`config.mk`:
```
export PLATFORM = sky130hd
export DESIGN_NAME = axis_pkt_rr_arbiter
export DESIGN_NICKNAME = d
export VERILOG_FILES = /design/src/rtl/axis_pkt_rr_arbiter.sv
export SDC_FILE = /design/constraint.sdc
export NUM_CORES = 1
export LEC_CHECK = 0
export CORE_AREA = 4 4 635 637
export DETAILED_ROUTE_END_ITERATION = 10
export DIE_AREA = 0 0 639 641
export RECOVER_POWER = 50
export SETUP_SLACK_MARGIN = 0.02
export SLEW_MARGIN = 25
export SYNTH_ARGS = -nofsm -noshare
export SYNTH_HDL_FRONTEND = slang
export SYNTH_SLANG_ARGS = --single-unit
```
`constraint.sdc`:
```
create_clock -name axis_aclk -period 2.06 [get_ports axis_aclk]
set_clock_uncertainty 0.15 [all_clocks]
set_input_delay 0.412 -clock axis_aclk [delete_from_list [all_inputs] [get_ports axis_aclk]]
set_output_delay 0.412 -clock axis_aclk [all_outputs]
set_load 0.005 [all_outputs]
```
`src/rtl/axis_pkt_rr_arbiter.sv`:
```
// Packet-granular two-input round-robin arbiter for AXI4-Stream.
// Holds a grant from the first beat to the accepted tlast beat, then passes through IDLE.
module axis_pkt_rr_arbiter #(
    parameter int DATA_WIDTH = 512,
    parameter int MTY_WIDTH  = 6
) (
    input  logic                  axis_aclk,
    input  logic                  axis_aresetn,
    input  logic                  arb_enable,
    input  logic [DATA_WIDTH-1:0] s0_axis_tdata,
    input  logic [MTY_WIDTH-1:0]  s0_axis_tuser_mty,
    input  logic                  s0_axis_tvalid,
    input  logic                  s0_axis_tlast,
    output logic                  s0_axis_tready,
    input  logic [DATA_WIDTH-1:0] s1_axis_tdata,
    input  logic [MTY_WIDTH-1:0]  s1_axis_tuser_mty,
    input  logic                  s1_axis_tvalid,
    input  logic                  s1_axis_tlast,
    output logic                  s1_axis_tready,
    output logic [DATA_WIDTH-1:0] m_axis_tdata,
    output logic [MTY_WIDTH-1:0]  m_axis_tuser_mty,
    output logic                  m_axis_tuser_src,
    output logic                  m_axis_tvalid,
    output logic                  m_axis_tlast,
    input  logic                  m_axis_tready,
    output logic [31:0]           pkt_cnt_0,
    output logic [31:0]           pkt_cnt_1,
    output logic                  busy,
    output logic [1:0]            state_dbg
);

    // Handshake rule on every port: a beat moves on a clock edge where tvalid and
    // tready are both high; the granted source sees m_axis_tready unchanged.
    typedef enum logic [1:0] {
        IDLE   = 2'd0,
        GRANT0 = 2'd1,
        GRANT1 = 2'd2
    } state_t;

    state_t state, state_nxt;
    logic   last_grant, last_grant_nxt;
    logic   pkt_done;

    always_ff @(posedge axis_aclk or negedge axis_aresetn) begin
        if (!axis_aresetn) begin
            state      <= IDLE;
            last_grant <= 1'b1;
        end else begin
            state      <= state_nxt;
            last_grant <= last_grant_nxt;
        end
    end

    // A tlast acceptance always lands in IDLE; the next grant costs one more cycle.
    always_comb begin
        state_nxt      = state;
        last_grant_nxt = last_grant;
        case (state)
            IDLE: begin
                if (arb_enable) begin
                    if (s0_axis_tvalid && s1_axis_tvalid) begin
                        if (last_grant) begin
                            state_nxt      = GRANT0;
                            last_grant_nxt = 1'b0;
                        end else begin
                            state_nxt      = GRANT1;
                            last_grant_nxt = 1'b1;
                        end
                    end else if (s0_axis_tvalid) begin
                        state_nxt      = GRANT0;
                        last_grant_nxt = 1'b0;
                    end else if (s1_axis_tvalid) begin
                        state_nxt      = GRANT1;
                        last_grant_nxt = 1'b1;
                    end
                end
            end
            GRANT0, GRANT1: begin
                if (pkt_done) state_nxt = IDLE;
            end
            default: state_nxt = IDLE;
        endcase
    end

    always_comb begin
        m_axis_tdata     = '0;
        m_axis_tuser_mty = '0;
        m_axis_tuser_src = 1'b0;
        m_axis_tvalid    = 1'b0;
        m_axis_tlast     = 1'b0;
        s0_axis_tready   = 1'b0;
        s1_axis_tready   = 1'b0;
        case (state)
            GRANT0: begin
                m_axis_tdata     = s0_axis_tdata;
                m_axis_tuser_mty = s0_axis_tuser_mty;
                m_axis_tvalid    = s0_axis_tvalid;
                m_axis_tlast     = s0_axis_tlast;
                s0_axis_tready   = m_axis_tready;
            end
            GRANT1: begin
                m_axis_tdata     = s1_axis_tdata;
                m_axis_tuser_mty = s1_axis_tuser_mty;
                m_axis_tuser_src = 1'b1;
                m_axis_tvalid    = s1_axis_tvalid;
                m_axis_tlast     = s1_axis_tlast;
                s1_axis_tready   = m_axis_tready;
            end
            default: ;
        endcase
    end

    assign pkt_done  = m_axis_tvalid & m_axis_tready & m_axis_tlast;
    assign busy      = (state != IDLE);
    assign state_dbg = state;

    always_ff @(posedge axis_aclk or negedge axis_aresetn) begin
        if (!axis_aresetn) begin
            pkt_cnt_0 <= '0;
            pkt_cnt_1 <= '0;
        end else if (pkt_done) begin
            if (state == GRANT0) pkt_cnt_0 <= pkt_cnt_0 + 32'd1;
            if (state == GRANT1) pkt_cnt_1 <= pkt_cnt_1 + 32'd1;
        end
    end

endmodule

```
==> flow_summary.ini <==
[outcome]
status = finished with violations
violations = setup timing

[critical_path]
crit_fanout = 8
path_class = register to primary output
crit_family = buffers and inverters
cp.required_ns = 1.50
path_cells = ha_4 -> buf_12 -> buf_16 -> buf_8 -> a22oi_2 -> nor2b_1 -> clkdlybuf4s50_1
critPathCaptureType = primary output
cpPeakStageDelay_ns = 0.51
cp_num_buf_inv = 4
slowest_stage = clkdlybuf4s50_1
cp-start-kind = register
worstPathArrival_ns = 2.46

[placement]
io_buffers = 1633
post-place-ws_ns = -0.982
dp_hpwl_mm = 391
gp_congestion = 1.23

[global_routing]
grt_max_degree = 69
grt_overflow_total = 0
grt_pass1_vias = 21100
antenna_found_initial = 673
grt_pass1_wl_mm = 461
grt.total_usage_pct = 19.5

[drt]
wire_per_inst_um = 48.3
via_per_inst = 2.94
dr.pass1.iters = 7
drcViolationCount = 0
antenna_left = 0
vias = 25800
drt-initial-drc-count = 2623
routed_wl_mm = 425

[layout]
final_common_cell = clkdlybuf4s50_1
final_cell_mix = clkdlybuf4s50_1, nor2b_1, a22oi_1
drive_gt1_share_pct = 33.0
nets = 4371
area_delta_synth_final_pct = 276

[yosys]
synth_nets = 2538
yosysWarnings = 0
synthCells = 1489
synthArstFlopShare_pct = 100
synth_ff_type = dfrtp_1
ys_seq_elements = 67
ys_types = 36
ys_seq_area_share_pct = 15.2
syn_area_sq_um = 11000
synth_enable_flop_cells = 0
syn_area_per_cell_sq_um = 7.41

[floorplanning]
dieArea_sq_um = 410000
ioPinCount = 1634
fp.dieW_um = 639
coreArea_sq_um = 398000
num_rows = 232
initial_core_util_pct = 2.77
die_height_um = 641

[sta]
setup_tns_ns = -425.17
fmax_mhz = 331
final_hold_viol_count = 0
slew_violations = 0
slew-limit-headroom_pct = 28.7
rsz0062_at_grt = true
period_needed_ns = 3.02
post-route-period-util_pct = 147
setup_viol = 589
setup_ws_ns = -0.965
worstMarginPinSlew_ns = 1.07

[power]
ir_worst_vdd_uv = 411
powerDensity_nw_per_um2 = 834
p_leak_nw = 14.9
finalPower_mw = 34.5

[cts]
clkSlewWorstSetupHoldPaths_ns = 0.08
htree_levels = 3
cts.root.buffer_cell = clkbuf_16
cts_buffers = 9
clock-sinks = 67
cts_buffer_depth = 2
insertion_delay_ns = 0.40
cts_tree = built

[job]
drv_cap = 0

[min_path]
hp-class = register to register
-- where the power goes --
part           switching (mW)  internal, mW
sequential             0.0353          1.36
clock                   0.798          1.08
combinational            15.4          15.9
total                    16.2          18.3
-- path summary, 6_finish.rpt --
check	startpoint	end	slack, ns	cells past startpoint
setup / recovery	state_dbg[0]$_DFFE_PN0P_	m_axis_tdata[208]	-0.96	7
hold / removal	pkt_cnt_0[31]$_DFFE_PN0P_	pkt_cnt_0[31]$_DFFE_PN0P_	0.33	1
setup reg to reg	state_dbg[1]$_DFFE_PN0P_	pkt_cnt_0[23]$_DFFE_PN0P_	-0.67	12
hold reg to reg	pkt_cnt_0[31]$_DFFE_PN0P_	pkt_cnt_0[31]$_DFFE_PN0P_	0.33	1
max in group asynchronous	axis_aresetn	state_dbg[0]$_DFFE_PN0P_	0.32	3
min in group asynchronous	axis_aresetn	pkt_cnt_0[7]$_DFFE_PN0P_	0.71	3
-- layer usage --
layer | global-route usage, % | wire length [um]
met1 | 17.6 | 131000
met5 | 2.07 | 3650
met2 | 32.9 | 201000
met3 | 15.6 | 73100
met4 | 5.56 | 16700
-- worst reg2reg max path, delay by kind of cell, from the launching register on --
kind / cells / cell delay, ns
AND/OR/NAND/NOR: 4 / 0.91
buffers and inverters: 6 / 0.83
XOR/XNOR: 1 / 0.15
flip-flops: 1 / 0.40
adder cells (fa/ha/maj): 1 / 0.17
-- cell usage after synthesis (2+ instances only) --
| cell | n | area share, % |
|---|---|---|
| buf_2 | 18 | 0.82 |
| and4_1 | 10 | 0.79 |
| o21ai_0 | 2 | 0.091 |
| a21oi_1 | 3 | 0.14 |
| clkbuf_1 | 154 | 5.2 |
| inv_1 | 7 | 0.24 |
| nor3_1 | 3 | 0.14 |
| nor2_1 | 8 | 0.27 |
| and3_1 | 16 | 0.91 |
| nand3_1 | 19 | 0.86 |
| mux2_2 | 2 | 0.20 |
| nand3_2 | 6 | 0.54 |
| xnor2_1 | 48 | 3.8 |
| buf_1 | 6 | 0.20 |
| and2_1 | 5 | 0.28 |
| xor2_1 | 14 | 1.1 |
| a22oi_1 | 518 | 35 |
| and4bb_1 | 2 | 0.23 |
| nor2b_1 | 521 | 30 |
| nand2_1 | 18 | 0.61 |
| buf_6 | 4 | 0.41 |
| a22o_1 | 2 | 0.16 |
| dfrtp_1 | 66 | 15 |
| ha_1 | 5 | 0.57 |
| nand4_1 | 20 | 1.1 |
| nand4_2 | 2 | 0.23 |
-- flip-flops by register name (all words and copies together) (netlist names) --
register / flops
last_grant: 1
pkt_cnt_0: 32
pkt_cnt_1: 32
state_dbg: 2
-- cell families after synthesis --
group           Yosys count  synth area share, %
buf+inv                 190                 6.98
flops                    67                 15.2
fa+ha+maj                 5                0.567
compound gates          528                 36.0
simple gates            635                 36.1
mux                       2                0.204
xor+xnor                 62                 4.92
-- repair_timing --
item                                   in CTS  in global routing
gates resized for setup                   470                725
endpoints found under the hold margin      66                  0
pin swaps                                  28                 56
buffers inserted                           25                110
setup endpoints to repair                 596                595
hold buffers                                1                  0
cloned                                     20                 34
-- stage by stage --
step | cell area [sq um] | util (%) | cells | hold WS (ns)
final | 41400 | 10.4 | 8789 | 0.326
after global routing | 41200 | 10.4 | 8716 | 0.346
after CTS | 38400 | 9.65 | 8454 | 0.328
after detailed placement | 36600 | 9.20 | 8392 | 0.318
after global placement | 36600 | 9.20 | 8392 | 0.317
after floorplan | 11300 | - | 1489 | -0.0336
-- cell type report --
cell class | instances | area (sq um)
diodes | 197 | 493
clock buffers | 9 | 225
clock inverters | 7 | 106
fillers | 45900 | 357000
inverters | 7 | 28.8
multi-input cells | 1232 | 9910
flip-flops and latches | 67 | 1680
well taps | 5265 | 6590
repair buffers | 2005 | 22400
Note: power is estimated with default switching activity, not from simulation.
